$ cat src/rtl/bid_stim_gen.sv
// bid_stim_gen: constrained-random stimulus generator for the bid/auction model.
// A bank of Galois LFSRs feeds per-channel and global fields. One vector is
// registered per LOAD cycle and held stable in VALID until the consumer takes it.
// A run stops after the configured number of accepted vectors.
module bid_stim_gen #(
    parameter int          N_CH    = 3,
    parameter int          AMT_W   = 16,
    parameter int          DATA_W  = 32,
    parameter int          NUM_OPS = 8,
    parameter logic [31:0] SEED    = 32'h0000_0001,
    localparam int         OP_W    = $clog2(NUM_OPS)
) (
    input  logic                    clk,
    input  logic                    reset_n,
    input  logic                    start,
    input  logic                    abort,
    input  logic [15:0]             cfg_runs,
    input  logic [31:0]             cfg_seed,
    input  logic                    cfg_corner_en,
    input  logic [1:0]              cfg_ctl_wt,
    output logic                    stim_valid,
    input  logic                    stim_ready,
    output logic [N_CH-1:0]         bid,
    output logic [N_CH-1:0]         retract,
    output logic [N_CH*AMT_W-1:0]   bid_amt,
    output logic [DATA_W-1:0]       c_data,
    output logic                    c_start,
    output logic [OP_W-1:0]         op,
    output logic [15:0]             sent_cnt,
    output logic                    busy,
    output logic                    done
);

    localparam logic [31:0]   LFSR_MASK  = 32'h8020_0003;
    localparam logic [31:0]   SEED_STEP  = 32'h9E37_79B9;
    localparam logic [OP_W:0] NUM_OPS_W  = NUM_OPS[OP_W:0];
    localparam logic [OP_W-1:0] NUM_OPS_LO = NUM_OPS[OP_W-1:0];

    typedef enum logic [1:0] {
        ST_IDLE  = 2'd0,
        ST_LOAD  = 2'd1,
        ST_VALID = 2'd2,
        ST_DONE  = 2'd3
    } state_t;

    // One Galois step, shifting right and folding the feedback mask in on a 1 out.
    function automatic logic [31:0] lfsr_next(input logic [31:0] cur);
        lfsr_next = {1'b0, cur[31:1]} ^ (cur[0] ? LFSR_MASK : 32'h0000_0000);
    endfunction

    // Per-LFSR seed; a zero seed would lock the register, so it becomes 1.
    function automatic logic [31:0] seed_of(input logic [31:0] base, input int idx);
        logic [31:0] s;
        s = base ^ (32'(idx) * SEED_STEP);
        seed_of = (s == 32'h0000_0000) ? 32'h0000_0001 : s;
    endfunction

    state_t                  state_r;
    state_t                  state_nx_s;
    logic [N_CH+1:0][31:0]   lfsr_r;
    logic [15:0]             runs_r;
    logic                    corner_r;
    logic [1:0]              wt_r;

    logic                    accept_start_s;
    logic                    load_s;
    logic                    hshk_s;
    logic                    last_s;

    logic [N_CH-1:0]         bid_s;
    logic [N_CH-1:0]         retract_s;
    logic [N_CH*AMT_W-1:0]   amt_s;
    logic [DATA_W-1:0]       c_data_s;
    logic                    c_start_s;
    logic [OP_W-1:0]         op_raw_s;
    logic [OP_W-1:0]         op_s;

    assign accept_start_s = !abort && start && ((state_r == ST_IDLE) || (state_r == ST_DONE));
    assign load_s         = !abort && (state_r == ST_LOAD);
    assign hshk_s         = !abort && (state_r == ST_VALID) && stim_ready;
    assign last_s         = ((sent_cnt + 16'd1) == runs_r);

    // State register.
    always_ff @(posedge clk or negedge reset_n) begin
        if (!reset_n) begin
            state_r <= ST_IDLE;
        end else begin
            state_r <= state_nx_s;
        end
    end

    // Next-state logic; abort overrides every other event.
    always_comb begin
        state_nx_s = state_r;
        if (abort) begin
            state_nx_s = ST_IDLE;
        end else begin
            case (state_r)
                ST_IDLE, ST_DONE: begin
                    if (start) begin
                        state_nx_s = (cfg_runs == 16'd0) ? ST_DONE : ST_LOAD;
                    end else begin
                        state_nx_s = state_r;
                    end
                end
                ST_LOAD: begin
                    state_nx_s = ST_VALID;
                end
                ST_VALID: begin
                    if (stim_ready) begin
                        state_nx_s = last_s ? ST_DONE : ST_LOAD;
                    end else begin
                        state_nx_s = ST_VALID;
                    end
                end
                default: begin
                    state_nx_s = ST_IDLE;
                end
            endcase
        end
    end

    // Field extraction from the current LFSR values, with corner and weight rules.
    always_comb begin
        bid_s     = {N_CH{1'b0}};
        retract_s = {N_CH{1'b0}};
        amt_s     = {(N_CH*AMT_W){1'b0}};
        for (int i = 0; i < N_CH; i++) begin
            bid_s[i]     = (lfsr_r[i][3:2] <= wt_r);
            retract_s[i] = (lfsr_r[i][5:4] <= wt_r);
            if (corner_r && (lfsr_r[i][1:0] == 2'b00)) begin
                amt_s[i*AMT_W +: AMT_W] = {AMT_W{1'b0}};
            end else if (corner_r && (lfsr_r[i][1:0] == 2'b11)) begin
                amt_s[i*AMT_W +: AMT_W] = {AMT_W{1'b1}};
            end else begin
                amt_s[i*AMT_W +: AMT_W] = lfsr_r[i][AMT_W+5:6];
            end
        end
        if (corner_r && (lfsr_r[N_CH][1:0] == 2'b00)) begin
            c_data_s = {DATA_W{1'b0}};
        end else if (corner_r && (lfsr_r[N_CH][1:0] == 2'b11)) begin
            c_data_s = {DATA_W{1'b1}};
        end else begin
            c_data_s = lfsr_r[N_CH+1][DATA_W-1:0];
        end
        c_start_s = (lfsr_r[N_CH][3:2] <= wt_r);
        // Raw opcode is below 2*NUM_OPS, so one conditional subtract is the modulo.
        op_raw_s = lfsr_r[N_CH][OP_W+3:4];
        if ({1'b0, op_raw_s} >= NUM_OPS_W) begin
            op_s = op_raw_s - NUM_OPS_LO;
        end else begin
            op_s = op_raw_s;
        end
    end

    // Config latch, LFSR bank, vector fields and accepted-vector counter.
    always_ff @(posedge clk or negedge reset_n) begin
        if (!reset_n) begin
            for (int i = 0; i < N_CH + 2; i++) begin
                lfsr_r[i] <= seed_of(SEED, i);
            end
            runs_r   <= 16'd0;
            corner_r <= 1'b0;
            wt_r     <= 2'd0;
            bid      <= {N_CH{1'b0}};
            retract  <= {N_CH{1'b0}};
            bid_amt  <= {(N_CH*AMT_W){1'b0}};
            c_data   <= {DATA_W{1'b0}};
            c_start  <= 1'b0;
            op       <= {OP_W{1'b0}};
            sent_cnt <= 16'd0;
        end else if (accept_start_s) begin
            for (int i = 0; i < N_CH + 2; i++) begin
                lfsr_r[i] <= seed_of(cfg_seed, i);
            end
            runs_r   <= cfg_runs;
            corner_r <= cfg_corner_en;
            wt_r     <= cfg_ctl_wt;
            sent_cnt <= 16'd0;
        end else if (load_s) begin
            for (int i = 0; i < N_CH + 2; i++) begin
                lfsr_r[i] <= lfsr_next(lfsr_r[i]);
            end
            bid     <= bid_s;
            retract <= retract_s;
            bid_amt <= amt_s;
            c_data  <= c_data_s;
            c_start <= c_start_s;
            op      <= op_s;
        end else if (hshk_s) begin
            sent_cnt <= sent_cnt + 16'd1;
        end else begin
            sent_cnt <= sent_cnt;
        end
    end

    // Status flags registered from the next state so they line up with it.
    always_ff @(posedge clk or negedge reset_n) begin
        if (!reset_n) begin
            stim_valid <= 1'b0;
            busy       <= 1'b0;
            done       <= 1'b0;
        end else begin
            stim_valid <= (state_nx_s == ST_VALID);
            busy       <= (state_nx_s == ST_LOAD) || (state_nx_s == ST_VALID);
            done       <= (state_nx_s == ST_DONE);
        end
    end

endmodule
$ cat config.mk
export PLATFORM = sky130hd
export DESIGN_NAME = bid_stim_gen
export DESIGN_NICKNAME = d
export VERILOG_FILES = /design/src/rtl/bid_stim_gen.sv
export SDC_FILE = /design/constraint.sdc
export NUM_CORES = 1
export LEC_CHECK = 0
export ABC_CLOCK_PERIOD_IN_PS = 3400
export CAP_MARGIN = 20
export CORE_UTILIZATION = 50
export CTS_CLUSTER_DIAMETER = 30
export DETAILED_ROUTE_END_ITERATION = 12
export GPL_TIMING_DRIVEN = 0
export PLACE_DENSITY = 0.78
export SLEW_MARGIN = 5
export SYNTH_ARGS = -nofsm -noshare
export SYNTH_HDL_FRONTEND = slang
export SYNTH_SLANG_ARGS = --single-unit
$ cat constraint.sdc
create_clock -name clk -period 3.4 [get_ports clk]
set_input_delay 0.85 -clock clk [delete_from_list [all_inputs] [get_ports clk]]
set_output_delay 0.85 -clock clk [all_outputs]
set_load 0.02 [all_outputs]
==> metrics.yaml <==
drt:
  drt_iter0_markers: 1393
  drc: 0
  wire_per_inst_microns: 20.85
  ant_nets: 0
  wirelength_microns: 44640
  drt-pass1-iter-count: 7
  vias: 12793
  viasPerCell: 5.975
sta:
  fin_ws_ns: 0.2065
  hold_violations: 0
  worst-slew-pin-transition_ns: 0.8855
  fin_skew_ns: 0.02410
  rsz0062_at_grt: "no"
  period_share_pct: 93.93
  post-route-min-period_ns: 3.194
  whs_ns: 0.1976
  slew_headroom_pct: 40.97
  max_freq_mhz: 313.1
  tns_ns: 0
  setup_viol: 0
  final_max_slew_viol_count: 0
synthesis:
  synth_top_area_share_pct: 39.22
  yosysWarnings: 0
  ys.flop_type: "dfrtp_1"
  synth-seq-cells: 290
  syn_inst: 1532
  synth-async-reset-ratio_pct: 100.0
  synth.area.top_cells: "dfrtp_1 (39%), dfstp_2 (15%), nand2_1 (13%)"
  netlist_area_sq_um: 13590
  synth_area_per_cell_sq_um: 8.870
  syn-num-nets: 1615
  synth_edf_count: 0
  yosysUniqueCellTypes: 53
  yosysTopAreaCell: "dfrtp_1"
  ys_seq_area_share_pct: 54.11
die:
  fp.dieW_microns: 166.9
  die_h_microns: 166.9
  ios: 165
  design.die.area_sq_um: 27840
  fp-row-count: 59
  start_util_pct: 51.56
  core_sq_um: 26350
pwr:
  max-vdd-ir-drop_uv: 532.4
  power_leakage_uw: 0.007810
  p_per_area_nw_per_um2: 1073
setup_path:
  r2r-start: "state_r[0]"
  crit_path_max_fanout: 15
  cp-start-kind: "primary input"
  r2r_slack_ns: 0.43
  reg2reg_to: "bid_amt[46]"
  cp_data_required_time_ns: 3.87
  endpoint_kind: "flip-flop"
  criticalPathCategory: "in2reg"
  worstPathArrival_ns: 3.66
  startpoint: "start"
  r2r_cells: 8
global_routing:
  antenna_found_initial: 0
  grt_start_max_net_pins: 122
  grt_pass1_vias: 12672
  grt_pass1_wl_microns: 70420
  gr-total-overflow: 0
  grt_use_total_pct: 32.61
clock_network:
  numClockSinks: 290
  cts_tree: "done"
  cts_buffer_depth: 3
  clkTransAtPathRegs_ns: 0.05
  clk_latency_ns: 0.57
  cts_root_buf: "clkbuf_16"
  numCtsBuffers: 58
  cts_max_level: 2
  post_cts_resized: 0
  cts-hold-fix-buffers: 0
  cts_setup_buffers: 0
layout:
  final_nets: 1840
  drive_gt1_share_pct: 10.96
  area_growth_syn_to_layout_pct: 31.26
  finalCoreUtilization_pct: 67.68
  num_antenna_cells: 0
  fin_area_sq_um: 17840
run:
  max_cap_viol_count: 0
place:
  hpwl_microns: 31580
  finalWeightedCongestion: 1.008
  io_buffers: 164
  place_area_sq_um: 15710
  dpl_worst_slack_ns: -0.6132
run_status:
  status: "finished, final reports clean"
min_path:
  worst_hold_path_type: "in2async"
## cell usage after synthesis (4+ instances only)
cell type	instances
a21oi_1	31
a31oi_1	147
and3_1	33
buf_1	4
buf_2	7
clkbuf_1	93
dfrtp_1	213
dfstp_2	77
ha_1	27
inv_1	33
mux2i_1	5
nand2_1	463
nand2b_1	6
nand3_1	9
nand4_1	12
nor2_1	61
nor3_1	12
nor4_1	10
o211ai_1	7
o21ai_0	194
or3_1	5
xnor2_1	25
xor2_1	14
## cells by family (layout without fill, tap and decap cells)
logic type | after synthesis | in the layout | share of synthesized area [%]
mux | 8 | 8 | 0.6169
xor+xnor | 39 | 39 | 2.514
fa+ha+maj | 27 | 27 | 2.486
simple gates | 637 | 637 | 20.04
compound gates | 394 | 394 | 16.38
flops | 290 | 290 | 54.11
buf+inv | 137 | 411 | 3.849
## layout make-up
cell class	count	area, sq um
Buffer	103	395.4
Tap cell	335	419.2
Fill cell	2008	8517
Timing Repair Buffer	166	1702
Inverter	33	123.9
Multi-Input combinational cell	1105	5713
Clock buffer	74	1583
Sequential cell	290	7353
Clock inverter	35	548.0
## state kept, by name, indices dropped and copies added (netlist names)
register / cells
op: 3
runs_r: 16
busy: 1
c_data: 32
corner_r: 1
done: 1
bid_amt: 48
sent_cnt: 16
wt_r: 2
state_r: 2
stim_valid: 1
lfsr_r: 160
c_start: 1
retract: 3
bid: 3
## worst max path at each step
stage / slack (ns) / depth (start not counted) / endpoint
after global placement: -10.56 / 1 / sent_cnt[4]
after floorplan: 0.90 / 8 / busy
after global routing: 0.03 / 8 / bid_amt[46]
final: 0.21 / 8 / bid_amt[46]
after CTS: 0.26 / 8 / bid_amt[46]
after detailed placement: -0.61 / 9 / bid_amt[46]
## placed cells by master, fill, tap and decap left out, types with 8 or more instances in the layout
master	instances
a31oi_1	147
and3_1	33
clkinv_2	8
bufinv_16	13
nor2_1	61
nand2_1	463
nor3_1	12
nand3_1	9
clkbuf_16	59
inv_1	33
clkbuf_1	102
dfrtp_1	213
nor4_1	10
a21oi_1	31
nand4_1	12
o21ai_0	194
clkdlybuf4s50_1	163
dfstp_2	77
ha_1	27
xor2_1	14
xnor2_1	25
## metal layers
layer | GRT usage (%) | wire length (microns) | part of all wire [%] | vias up
met2 | 51.54 | 20680 | 46 | 679
met5 | 0 | 0 | 0 | -
met4 | 15.02 | 1834 | 4.1 | 0
met3 | 6.678 | 4094 | 9.2 | 128
met1 | 43.28 | 18020 | 40 | 6239
li1 | - | - | - | 5747
## metrics by stage
step                std cells  total power [uW]
finish                   2141             19140
floorplan                1532             10160
CTS                      2141             19090
global route             2141             20180
detailed placement       2033             12820
global placement         2031             12580
## report_power, final
part	total [uW]	switching, uW	internal (uW)
registers	6710	1270	5440
logic	6260	3680	2580
clock network	6170	1910	4270
total	19100	6850	12300
## critical path: stages
cell and delay [ns]:
clkdlybuf4s50_1 0.52, nor2b_1 0.22, nand2_1 0.19, nand2_1 0.69, buf_2 0.41, buf_1 0.54, nand2_1 0.11, o21ai_0 0.11
Power figures use the tool's default switching activity.
